==> src/rtl/acc_serial_tx_if.sv <==
// Write-side interface between the processor control unit (master) and the
// serial transmitter (slave).
interface acc_serial_tx_if #(
    parameter int unsigned DATA_WIDTH = 11
);
    logic [DATA_WIDTH-1:0] tx_in;
    logic                  tx_wr;
    logic                  tx_out;
    logic                  tx_busy;
    logic                  tx_done;

    modport master (
        output tx_in,
        output tx_wr,
        input  tx_out,
        input  tx_busy,
        input  tx_done
    );

    modport slave (
        input  tx_in,
        input  tx_wr,
        output tx_out,
        output tx_busy,
        output tx_done
    );
endinterface

==> src/rtl/acc_serial_tx.sv <==
// Serial transmitter for the accumulator word: start bit, DATA_WIDTH data bits
// LSB-first, stop bit, each bit held CLKS_PER_BIT clocks. All outputs registered.
module acc_serial_tx #(
    parameter int unsigned DATA_WIDTH   = 11,
    parameter int unsigned CLKS_PER_BIT = 4
) (
    input logic             clock,
    input logic             tx_reset,
    acc_serial_tx_if.slave  tx
);
    localparam int unsigned BaudW = $clog2(CLKS_PER_BIT) + 1;
    localparam int unsigned BitW  = (DATA_WIDTH > 1) ? $clog2(DATA_WIDTH) : 1;
    localparam logic [BaudW-1:0] BaudLast = BaudW'(CLKS_PER_BIT - 1);
    localparam logic [BitW-1:0]  BitLast  = BitW'(DATA_WIDTH - 1);

    typedef enum logic [1:0] {StIdle, StStart, StData, StStop} state_e;

    state_e                state;
    logic [DATA_WIDTH-1:0] shift_reg;
    logic [DATA_WIDTH-1:0] shift_next;
    logic [BitW-1:0]       bit_cnt;
    logic [BaudW-1:0]      baud_cnt;
    logic                  out_q;
    logic                  busy_q;
    logic                  done_q;
    logic                  bit_end;

    assign bit_end    = (baud_cnt == BaudLast);
    assign shift_next = shift_reg >> 1;

    always_ff @(posedge clock or posedge tx_reset) begin
        if (tx_reset) begin
            state     <= StIdle;
            shift_reg <= '0;
            bit_cnt   <= '0;
            baud_cnt  <= '0;
            out_q     <= 1'b1;
            busy_q    <= 1'b0;
            done_q    <= 1'b0;
        end else begin
            done_q <= 1'b0;
            case (state)
                StIdle: begin
                    if (tx.tx_wr) begin
                        shift_reg <= tx.tx_in;
                        baud_cnt  <= '0;
                        bit_cnt   <= '0;
                        out_q     <= 1'b0;
                        busy_q    <= 1'b1;
                        state     <= StStart;
                    end
                end
                StStart: begin
                    if (bit_end) begin
                        baud_cnt <= '0;
                        bit_cnt  <= '0;
                        out_q    <= shift_reg[0];
                        state    <= StData;
                    end else begin
                        baud_cnt <= baud_cnt + 1'b1;
                    end
                end
                StData: begin
                    if (bit_end) begin
                        baud_cnt  <= '0;
                        shift_reg <= shift_next;
                        if (bit_cnt == BitLast) begin
                            out_q <= 1'b1;
                            state <= StStop;
                        end else begin
                            // Present the next bit on the same edge that shifts it down.
                            bit_cnt <= bit_cnt + 1'b1;
                            out_q   <= shift_next[0];
                        end
                    end else begin
                        baud_cnt <= baud_cnt + 1'b1;
                    end
                end
                StStop: begin
                    if (bit_end) begin
                        baud_cnt <= '0;
                        busy_q   <= 1'b0;
                        done_q   <= 1'b1;
                        state    <= StIdle;
                    end else begin
                        baud_cnt <= baud_cnt + 1'b1;
                    end
                end
                default: begin
                    out_q  <= 1'b1;
                    busy_q <= 1'b0;
                    state  <= StIdle;
                end
            endcase
        end
    end

    assign tx.tx_out  = out_q;
    assign tx.tx_busy = busy_q;
    assign tx.tx_done = done_q;
endmodule

==> src/flat_wrapper.sv <==
// flat-port wrapper written by rule: the top's interface ports become plain ports
module acc_serial_tx_flat 
#(
    parameter int unsigned DATA_WIDTH   = 11,
    parameter int unsigned CLKS_PER_BIT = 4
)
  (clock, tx_reset, tx_tx_in, tx_tx_wr, tx_tx_out, tx_tx_busy, tx_tx_done);
  acc_serial_tx_if #(.DATA_WIDTH(DATA_WIDTH)) tx_i ();
  input logic clock;
  input logic tx_reset;
  input wire logic [$bits(tx_i.tx_in)-1:0] tx_tx_in;
  input wire logic [$bits(tx_i.tx_wr)-1:0] tx_tx_wr;
  output wire logic [$bits(tx_i.tx_out)-1:0] tx_tx_out;
  output wire logic [$bits(tx_i.tx_busy)-1:0] tx_tx_busy;
  output wire logic [$bits(tx_i.tx_done)-1:0] tx_tx_done;
  assign tx_i.tx_in = tx_tx_in;
  assign tx_i.tx_wr = tx_tx_wr;
  assign tx_tx_out = tx_i.tx_out;
  assign tx_tx_busy = tx_i.tx_busy;
  assign tx_tx_done = tx_i.tx_done;
  acc_serial_tx #(.DATA_WIDTH(DATA_WIDTH), .CLKS_PER_BIT(CLKS_PER_BIT)) u_core (.clock(clock), .tx_reset(tx_reset), .tx(tx_i));
endmodule
==> config.mk <==
export PLATFORM = sky130hd
export DESIGN_NAME = acc_serial_tx_flat
export DESIGN_NICKNAME = d
export VERILOG_FILES = /design/src/rtl/acc_serial_tx_if.sv /design/src/rtl/acc_serial_tx.sv /design/src/flat_wrapper.sv
export SDC_FILE = /design/constraint.sdc
export NUM_CORES = 1
export LEC_CHECK = 0
export ABC_AREA = 0
export BUFFER_PORTS_ARGS = -buffer_cell sky130_fd_sc_hd__buf_2
export CAP_MARGIN = 20
export CORE_ASPECT_RATIO = 0.9
export CORE_MARGIN = 3
export CORE_UTILIZATION = 40
export CTS_CLUSTER_DIAMETER = 80
export DETAILED_ROUTE_END_ITERATION = 12
export GPL_TIMING_DRIVEN = 0
export PLACE_DENSITY = 0.66
export SLEW_MARGIN = 20
export SYNTH_ARGS = -nofsm -noshare
export SYNTH_HDL_FRONTEND = slang
export SYNTH_SLANG_ARGS = --single-unit
==> constraint.sdc <==
create_clock -name clock -period 2.05 [get_ports clock]
set_input_delay 0.41 -clock clock [delete_from_list [all_inputs] [get_ports clock]]
set_output_delay 0.41 -clock clock [all_outputs]
set_load 0.05 [all_outputs]
Word-level counts from Yosys, hierarchy flattened
Index checks and enable logic that the tools add are counted.
{ "totals": {"output_inout_bits": 3, "elab_cells": 57, "reg_bits": 23, "inputBits": 14} }
{ "op_classes": {"n_reduce_logical": 10, "muxes": 27, "eq_ne": 11, "add_sub_neg": 2} }
{ "ops": {"columns": ["cell", "count"], "rows": [
  ["two-way mux 11 bit", 2],
  ["case mux 11 bit (2 select lines)", 1],
  ["two-way mux 4 bit", 4],
  ["case mux 4 bit (3 select lines)", 1],
  ["two-way mux 2 bit", 5],
  ["AND reduction 5 bit", 2],
  ["two-way mux 1 bit", 8],
  ["!= test 2 x 1 -> 1 bit, second input constant", 4],
  ["case mux 2 bit (4 select lines)", 1],
  ["two-way mux 3 bit", 2],
  ["case mux 3 bit (2 select lines)", 1],
  ["AND reduction 3 bit", 2],
  ["adder 4 x 1 -> 4 bit, second input constant", 1],
  ["equality test 2 bit, second input constant", 2],
  ["equality test 4 bit, second input constant", 1],
  ["!= test 2 bit, second input constant", 2],
  ["AND reduction 4 bit", 1],
  ["nonzero test 2 bit", 2],
  ["adder 3 x 1 -> 3 bit, second input constant", 1],
  ["equality test 3 x 2 -> 1 bit, second input constant", 1],
  ["case mux 1 bit (3 select lines)", 1],
  ["nonzero test 3 bit", 1],
  ["OR reduction 3 bit", 1],
  ["equality test 2 x 1 -> 1 bit, second input constant", 1],
  ["other kinds (2)", 2]
]} }

Depth between registers and ports, before layout
Gate-level depths: netlist of run 1.
{ "depth": {"depth_word": 4, "mapped_depth": 7, "mapped_depth_nobuf": 6} }

Least setup slack after synthesis of run 1
Ideal clock, no wire load.
{ "synth_timing": {"path_kind": "register to register", "startpoint": "register u_core.state[0]", "endpoint": "register u_core.bit_cnt[2]", "t_arrival_ns": 1.587, "path_slack_ns": 0.341, "path_stages_with_launch": 7, "path_buffers": 0, "setup_time_ns": 0.122, "required_time_ns": 1.928, "synth_period_minus_slack_ns": 1.709, "cell_sequence": "dfrtp_1 -> inv_1 -> ha_1 -> or2_4 -> a211oi_4 -> o21ai_1 -> a32o_1"} }
{ "synth_between": {"elab_chain_len": 3, "word_cells_on_any_way": 10, "classes_between": "eq/ne: 6; mux: 1; reduce/logical: 3"} }
{ "synth_rtl": {"columns": ["item", "line_no", "source"], "rows": [
  ["start: declaration", "acc_serial_tx.sv:18", "state_e state;"],
  ["start signal: assignment", "acc_serial_tx.sv:33", "state <= StIdle;"],
  ["start signal: assignment", "acc_serial_tx.sv:50", "state <= StStart;"],
  ["start signal: assignment", "acc_serial_tx.sv:58", "state <= StData;"],
  ["equality test 2 bit (tied with other cells)", "acc_serial_tx.sv:42", "case (state)"],
  ["!= test 2 bit (no line) (tied with other cells)", null, null],
  ["AND reduction 5 bit (no line)", null, null],
  ["end signal: assignment", "acc_serial_tx.sv:72", "bit_cnt <= bit_cnt + 1'b1;"],
  ["end: declaration", "acc_serial_tx.sv:21", "logic [BitW-1:0] bit_cnt;"]
]} }
Several ways; a longest one is shown, not always the timed one.
A chain may end at the register's enable or synchronous reset.

Final worst setup path of run 1
Same ends and word-level chain as after synthesis.

==> metrics.csv, run 1 <==
metric,value,unit
start_kind,flip-flop,
hold_violations,0,
multi_input_area,609.3,um2
std_cell_rows,18,
fmax,527.5,MHz
fp.dieH,58.79,um
clk_pin_slew,0.12,ns
clk_path_buf_depth,2,
critPathCaptureType,flip-flop,
worst_pin_slew,0.8432,ns
outcome,completed,
fin_skew,0.002104,ns
drv_cap,0,
synth_top_area_cell,dfrtp_1,
post_drt_wl_per_cell,12.48,um
initial_core_util,0.4331,
rsz0062_at_grt,no,
cts_sinks,23,
ant_nets,0,
placed_cell_area,1369,um2
finalMaxSlewViolations,0,
worst_hold_path_type,input pin to async pin,
path_max_fanout,10,
peakVddDrop,0.0002366,V
drive_above_1_share,0.1972,
num_io_pins,17,
hpwl,1759,um
avgSynthCellArea,10.15,um2
via_per_inst,4.956,
die_area,3801,um2
wl,2271,um
synth_seq_cells,23,
synth-main-ff-cell,dfrtp_1,
setup_violations,0,
place_inst,178,
tns,0,ns
htree_num_levels,1,
cts-buffers-inserted,3,
design_area,1395,um2
yosysTopAreaCellShare,0.4444,
vias,902,
drt_iter0_drc,36,
post_cts_resized,0,
syn2layout_area_growth,12.63,%
drcViolationCount,0,
totalPowerFinal,0.7298,mW
clk_latency,0.31,ns
finalWorstPathRequiredPeriod,1.896,ns
period_share,0.9247,
netlist_area,1239,um2
critPathKind,flip-flop to flip-flop,
fin_nets,166,
register_area,576.8,um2
synth_edf_count,0,
critPathRequiredTime,2.26,ns
port_buffers,16,
grt_max_degree,24,
routabilityCongestion,0.8619,
gr-usage-all-layers,0.1358,
synth_cell_type_count,32,
synth_warnings,0,
power_density,523.1,nW/um2
die_width,64.66,um
core_area,2860,um2
grt_pass1_vias,924,
overflow,0,
drt_pre_antenna_iters,4,
syn_inst,122,
post-route-util,0.4878,
slew_headroom,0.4372,
synthArstFlopShare,1.000,
syn_nets,145,
grt_pass1_wl,4022,um
ys_seq_area_frac,0.4657,
root_buffer,clkbuf_4,
largest_register_ff_count,11,
leakagePower,0.6611,nW
instances_no_fill,182,
fill_cells,279,
antenna_found_initial,0,
diodes,0,
cts_tree,yes,
cp_data_arrival_time,2.11,ns
synth.area.top_cells,"dfrtp_1 (44%), mux2i_1 (9.7%), ha_1 (9.1%)",
[routing by layer]
layer	GRT usage	part of all wire
met2	0.2368	0.48
met4	0.04518	0.015
met3	0.03053	0.043
met1	0.1679	0.47
met5	0	0
[cell type report]
class	count	area share
multi-input cells	87	0.4368
flip-flops and latches	23	0.4135
repair buffers	16	0.05740
well taps	40	0.03587
inverters	8	0.02152
clock buffers	4	0.01883
plain buffers	4	0.01614
[worst paths after layout]
check	from	endpoint	slack [ns]	cells after the start
worst max-delay path	u_core.state[0]	u_core.bit_cnt[2]	0.15	6
worst min-delay path	tx_reset	u_core.baud_cnt[2]	0.25	2
worst max register to register	u_core.state[0]	u_core.bit_cnt[2]	0.15	6
worst min register to register	u_core.tx.tx_out	u_core.tx.tx_out	0.50	2
max in group asynchronous	tx_reset	u_core.shift_reg[1]	1.29	2
min in group clock	tx_tx_in[10]	u_core.shift_reg[10]	0.37	3
[cells by family (layout without fill, tap and decap cells)]
family          Yosys count  count (layout)  share of synthesized area
compound gates           26              26                     0.1414
fa+ha+maj                 9               9                    0.09091
buf+inv                  12              32                    0.04242
flops                    23              23                     0.4657
mux                      13              13                     0.1061
simple gates             39              39                     0.1535
[worst max-delay path: stages (launching register included)]
cell and delay (ns):
dfrtp_1 0.41, inv_1 0.12, ha_1 0.24, or2_4 0.27
a211oi_4 0.42, o21ai_1 0.13, a32o_1 0.22
[report_power, final]
group	internal, mW	total [mW]	switching [mW]	leakage (nW)
sequential	0.456	0.456	0	0.306
combinational	0.0268	0.0631	0.0363	0.340
clock	0.0760	0.211	0.135	0.0150
[placed cells by master, fill, tap and decap left out, drive strengths merged]
cell	synthesis	layout
nor3	1	1
a22o	1	1
o31ai	1	1
ha	9	9
dfrtp	22	22
a32o	1	1
mux2i	12	12
a211oi	2	2
nor2	14	14
a22oi	1	1
o22ai	1	1
mux2	1	1
o21ai	4	4
nand3	5	5
and3b	1	1
o21a	2	2
nand4b	1	1
o211ai	1	1
inv	8	8
and2	1	1
dfstp	1	1
or2	1	1
nand2	9	9
buf	4	20
nor2b	2	2
nand3b	1	1
nand4	1	1
clkbuf	0	4
nand2b	2	2
a21oi	12	12
[synth_stat cells (2+ instances only)]
cell      count
dfrtp_1      22
nand2_1       9
buf_2         3
ha_1          9
nand2b_1      2
o21a_1        2
nor2_1       14
inv_1         8
a21oi_1      12
o21ai_1       4
mux2i_1      12
nand3_1       5
[through the flow]
step	hold slack [ns]	setup WS, ns
after global placement	0.4738	0.2275
after global routing	0.3387	0.005943
after floorplan	0.4112	0.3413
after detailed placement	0.4783	0.1504
final	0.2475	0.1543
after CTS	0.2866	0.1298
[repair_timing]
item / in CTS / in global routing
hold buffers: 0 / 0
buffers inserted: 0 / 0
setup endpoints to repair: 0 / 1
Power figures use the tool's default switching activity.
==> run 2: changes to the inputs <==
- PLACE_DENSITY: 0.66 -> unset
- clock period: 2.05 -> 2.4 ns (I/O delays scaled with it)
==> metrics.csv, run 2 (synthesized netlist as in run 1, its figures left out) <==
metric,value,unit,change
period_share,0.7984,,-0.1264
post_drt_wl_per_cell,12.94,um,+3.7%
finalMaxSlewViolations,0,,unchanged
drt_iter0_drc,41,,+14%
final_common_cell,dfrtp_1,,
drive_above_1_share,0.1972,,unchanged
antenna_found_initial,0,,unchanged
power_density,445.1,nW/um2,-15%
cts-buffers-inserted,3,,unchanged
p_comb_frac,0.088,,+0.002
power_frac_clock,0.285,,-0.004
initial_core_util,0.4331,,unchanged
critPathKind,flip-flop to flip-flop,,
htree_num_levels,1,,unchanged
root_buffer,clkbuf_4,,
worstSetupEndpoint,u_core.state[1],,
clk_path_buf_depth,2,,unchanged
fmax,521.9,MHz,-1.1%
slew_headroom,0.4166,,-0.02059
vias,907,,+0.55%
worst_hold_path_type,input pin to async pin,,
outcome,completed,,
ff2ff_setup_slack,0.48,ns,+0.33 ns
layout_common_cells,"dfrtp_1 (22), buf_2 (19), nor2_1 (14)",,
fin_skew,0.01199,ns,+0.009882 ns
cts_hold_buf,0,,unchanged
cp_data_arrival_time,2.11,ns,about the same
start_kind,flip-flop,,
core_area,2860,um2,unchanged
tns,0,ns,unchanged
drt_pre_antenna_iters,4,,unchanged
startpoint,u_core.state[0],,
clk_latency,0.31,ns,about the same
post_cts_buffers,0,,unchanged
r2r-start,u_core.state[0],,
totalPowerFinal,0.6209,mW,-15%
fin_nets,166,,unchanged
routabilityCongestion,0.8146,,-5.5%
cts_tree,yes,,
setup_violations,0,,unchanged
top_usage_layer,met2,,
die_width,64.66,um,unchanged
std_cell_rows,18,,unchanged
rsz0062_at_grt,no,,
finalWorstPathRequiredPeriod,1.916,ns,+0.02037 ns
reg2reg_to,u_core.state[1],,
drcViolationCount,0,,unchanged
grt_pass1_wl,4112,um,+2.2%
cts_sinks,23,,unchanged
drv_cap,0,,unchanged
grt_pass1_vias,908,,-1.7%
met2_usage,0.2412,,+0.004412
die_area,3801,um2,unchanged
p_int,0.4775,mW,-15%
ant_nets,0,,unchanged
rr_worst_depth,6,,unchanged
critPathCaptureType,flip-flop,,
gr-usage-all-layers,0.1388,,+0.003007
num_io_pins,17,,unchanged
grt_max_degree,24,,unchanged
worst_pin_slew,0.8741,ns,+0.03086 ns
wl,2355,um,+3.7%
netSwitchingFraction,0.2310,,-0.003329
clk_pin_slew,0.13,ns,about the same
hpwl,1803,um,+2.5%
peakVddDrop,0.0003694,V,+56%
syn2layout_area_growth,12.63,%,unchanged
use_met3,0.04771,,+0.01718
overflow,0,,unchanged
post_cts_resized,0,,unchanged
port_buffers,16,,unchanged
power_frac_seq,0.627,,+0.002
hold_violations,0,,unchanged
largest_register_ff_count,11,,unchanged
whs,0.3257,ns,+0.07812 ns
via_per_inst,4.984,,+0.55%
use_met1,0.1729,,+0.005031
leakagePower,0.6610,nW,about the same
path_max_fanout,6,,-4
critPathRequiredTime,2.59,ns,+0.33 ns
p_sw,0.1434,mW,-16%
fp.dieH,58.79,um,unchanged
diodes,0,,unchanged
==> run 2: cell counts in the layout (fill, tap and decap cells not counted) <==
No cell type changed its count.
==> run 2: worst min-delay path by stage <==
stage / slack (ns) / startpoint / endpoint
after floorplan: 0.46 / u_core.baud_cnt[1] / u_core.baud_cnt[1]
after global placement: 0.47 / u_core.baud_cnt[1] / u_core.baud_cnt[1]
after detailed placement: 0.48 / u_core.tx.tx_out / u_core.tx.tx_out
after CTS: 0.36 / tx_reset / u_core.bit_cnt[1]
after global routing: 0.37 / tx_reset / u_core.bit_cnt[1]
final: 0.33 / tx_reset / u_core.bit_cnt[2]
==> run 2: layout make-up <==
type                    count  area, um2
fillers                   288       1465
multi-input cells          87      609.3
flip-flops and latches     23      576.8
repair buffers             16      80.08
well taps                  40      50.05
inverters                   8      30.03
clock buffers               4      26.28
plain buffers               4      22.52
==> run 2: per-stage QoR <==
stage	std cells	cell area [um2]	util	setup slack (ns)
after global routing	182	1395	0.4878	0.3808
after global placement	178	1369	0.4786	0.5548
after floorplan	122	1239	-	0.6913
after CTS	182	1395	0.4878	0.4784
after detailed placement	178	1369	0.4786	0.4991
final	182	1395	0.4878	0.4840
==> run 2: worst max-delay path, cell delays in order, from the launching register on <==
cell	delay [ns]
dfrtp_1	0.41
inv_1	0.16
ha_1	0.30
nor2b_2	0.40
a21oi_1	0.08
nand2_1	0.13
mux2_1	0.33
==> run 2: power groups by stage <==
stage | clock network (mW) | logic [mW] | registers, mW
detailed placement | 0 | 0.0560 | 0.397
finish | 0.177 | 0.0544 | 0.389
CTS | 0.189 | 0.0559 | 0.390
global placement | 0 | 0.0534 | 0.397
floorplan | 0 | 0.0364 | 0.397
global route | 0.206 | 0.0616 | 0.390
==> run 2: layer usage <==
| metal | vias to the layer above | wire, um |
|---|---|---|
| met5 | - | 0 |
| met4 | 0 | 8 |
| met3 | 2 | 79 |
| met2 | 13 | 1170 |
| met1 | 429 | 1097 |
| li1 | 463 | - |
==> run 3: changes to the inputs <==
- clock period: 2.4 -> 1.6 ns (I/O delays scaled with it)
==> metrics.csv, run 3 (synthesized netlist as in run 1, its figures left out) <==
metric,value,unit,change
outcome,finished with violations,,
violations,negative setup slack,,
start_kind,flip-flop,,
grt_pass1_vias,944,,+4.0%
startpoint,u_core.state[1],,
fill_cells,277,,-3.8%
wl_met1,1192,um,+8.7%
overflow,0,,unchanged
critPathKind,flip-flop to flip-flop,,
rr_worst_depth,6,,unchanged
path_max_fanout,6,,unchanged
ff2ff_setup_slack,-0.08,ns,-0.57 ns
hpwl,1822,um,+1.1%
gr-usage-all-layers,0.1470,,+0.008214
finalWorstPathRequiredPeriod,1.684,ns,-0.2319 ns
routabilityCongestion,0.7413,,-9.0%
rsz0062_at_grt,yes,,
reg2reg_to,u_core.state[1],,
cts_sinks,23,,unchanged
slew_headroom,0.4155,,-0.001184
ant_nets,0,,unchanged
period_share,1.053,,+0.2542
num_io_pins,17,,unchanged
die_width,64.66,um,unchanged
fmax,593.8,MHz,+14%
final_common_cell,dfrtp_1,,
wl,2534,um,+7.6%
grt_max_degree,24,,unchanged
design_area,1519,um2,+8.9%
whs,0.1688,ns,-0.1569 ns
clk_latency,0.31,ns,about the same
fin_nets,176,,+6.0%
fin_skew,0.0006352,ns,-0.01135 ns
grt_pass1_wl,4326,um,+5.2%
largest_register_ff_count,11,,unchanged
drive_above_1_share,0.2961,,+0.09887
hold_violations,0,,unchanged
core_area,2860,um2,unchanged
critPathCaptureType,flip-flop,,
placed_cell_area,1376,um2,+0.55%
clk_pin_slew,0.12,ns,about the same
setup_slack,-0.08412,ns,-0.5681 ns
via_per_inst,4.979,,about the same
cts_tree,yes,,
layout_common_cells,"dfrtp_1 (21), buf_2 (16), nor2_1 (14)",,
initial_core_util,0.4331,,unchanged
syn2layout_area_growth,22.63,%,
drt_pre_antenna_iters,4,,unchanged
cts-buffers-inserted,3,,unchanged
critPathRequiredTime,1.81,ns,-0.78 ns
antenna_found_initial,0,,unchanged
worst_pin_slew,0.8759,ns,+0.001774 ns
root_buffer,clkbuf_4,,
pre_cts_ws,-0.2088,ns,-0.7079 ns
std_cell_rows,18,,unchanged
register_area,578.1,um2,+0.22%
leakagePower,0.7212,nW,+9.1%
port_buffers,16,,unchanged
drt_iter0_drc,65,,+59%
top_layer_used,met4,,
cts_hold_buf,0,,unchanged
wl_met3,95,um,+20%
peakVddDrop,0.0005154,V,+40%
multi_input_area,641.9,um2,+5.3%
clk_path_buf_depth,2,,unchanged
setup_violations,7,,+7
htree_num_levels,1,,unchanged
cp_data_arrival_time,1.89,ns,-0.22 ns
power_density,625.5,nW/um2,+41%
post_drt_wl_per_cell,13.20,um,+2.0%
diodes,0,,unchanged
drv_cap,0,,unchanged
totalPowerFinal,0.9501,mW,+53%
r2r-start,u_core.state[1],,
worst_hold_path_type,input pin to async pin,,
fp.dieH,58.79,um,unchanged
finalMaxSlewViolations,0,,unchanged
met2WireLength,1239,um,+5.9%
post-route-util,0.5311,,+0.04331
vias,956,,+5.4%
drcViolationCount,0,,unchanged
die_area,3801,um2,unchanged
-- run 3: cell types whose count changed in the layout (fill, tap and decap cells not counted), sizes merged --
cell	change
buf	+10
-- run 3: what timing repair did --
action                                  4_1_cts  5_1_grt
cloned                                        0        0
endpoints found under the setup margin       18       17
resized for setup                             7        4
buffers inserted                              9        1
pin swaps                                     2        3
-- run 3: worst max path at each step --
stage	end	slack, ns	cells after the start
final	u_core.state[1]	-0.08	6
after detailed placement	u_core.bit_cnt[2]	-0.21	6
after CTS	u_core.bit_cnt[0]	-0.06	7
after global placement	u_core.bit_cnt[2]	-0.14	6
after floorplan	u_core.bit_cnt[2]	-0.03	6
after global routing	u_core.bit_cnt[0]	-0.19	7
-- run 3: critical path: stages (launching register included) --
cell     delay [ns]
dfrtp_2        0.46
inv_2          0.09
ha_2           0.25
nor2b_4        0.27
a21oi_1        0.06
nand2_1        0.13
mux2_1         0.33
-- run 3: where the power goes --
part           leakage, nW  switching (mW)  total (mW)  internal, mW
Combinational        0.401          0.0503      0.0961        0.0458
Sequential           0.305               0       0.584         0.584
Clock               0.0150           0.172       0.270        0.0974
Total                0.721           0.223       0.950         0.727
-- run 3: per-stage QoR --
step,TNS (ns),cells
after CTS,-0.2371,191
after global placement,-1.714,178
after floorplan,-0.05401,122
final,-0.3848,192
after global routing,-1.797,192
after detailed placement,-2.453,178
-- run 3: final cells by class --
class,instances,area share
multi-input combinational,87,0.4226
sequential,23,0.3806
timing repair buffer,26,0.1046
tap,40,0.03295
buffer,4,0.02224
inverter,8,0.01977
clock buffer,4,0.01730
-- run 3: routing by layer --
layer | up-vias | track usage
li1 | 480 | -
met1 | 462 | 0.1874
met2 | 12 | 0.2588
met3 | 2 | 0.04008
met4 | 0 | 0.01807
met5 | - | 0
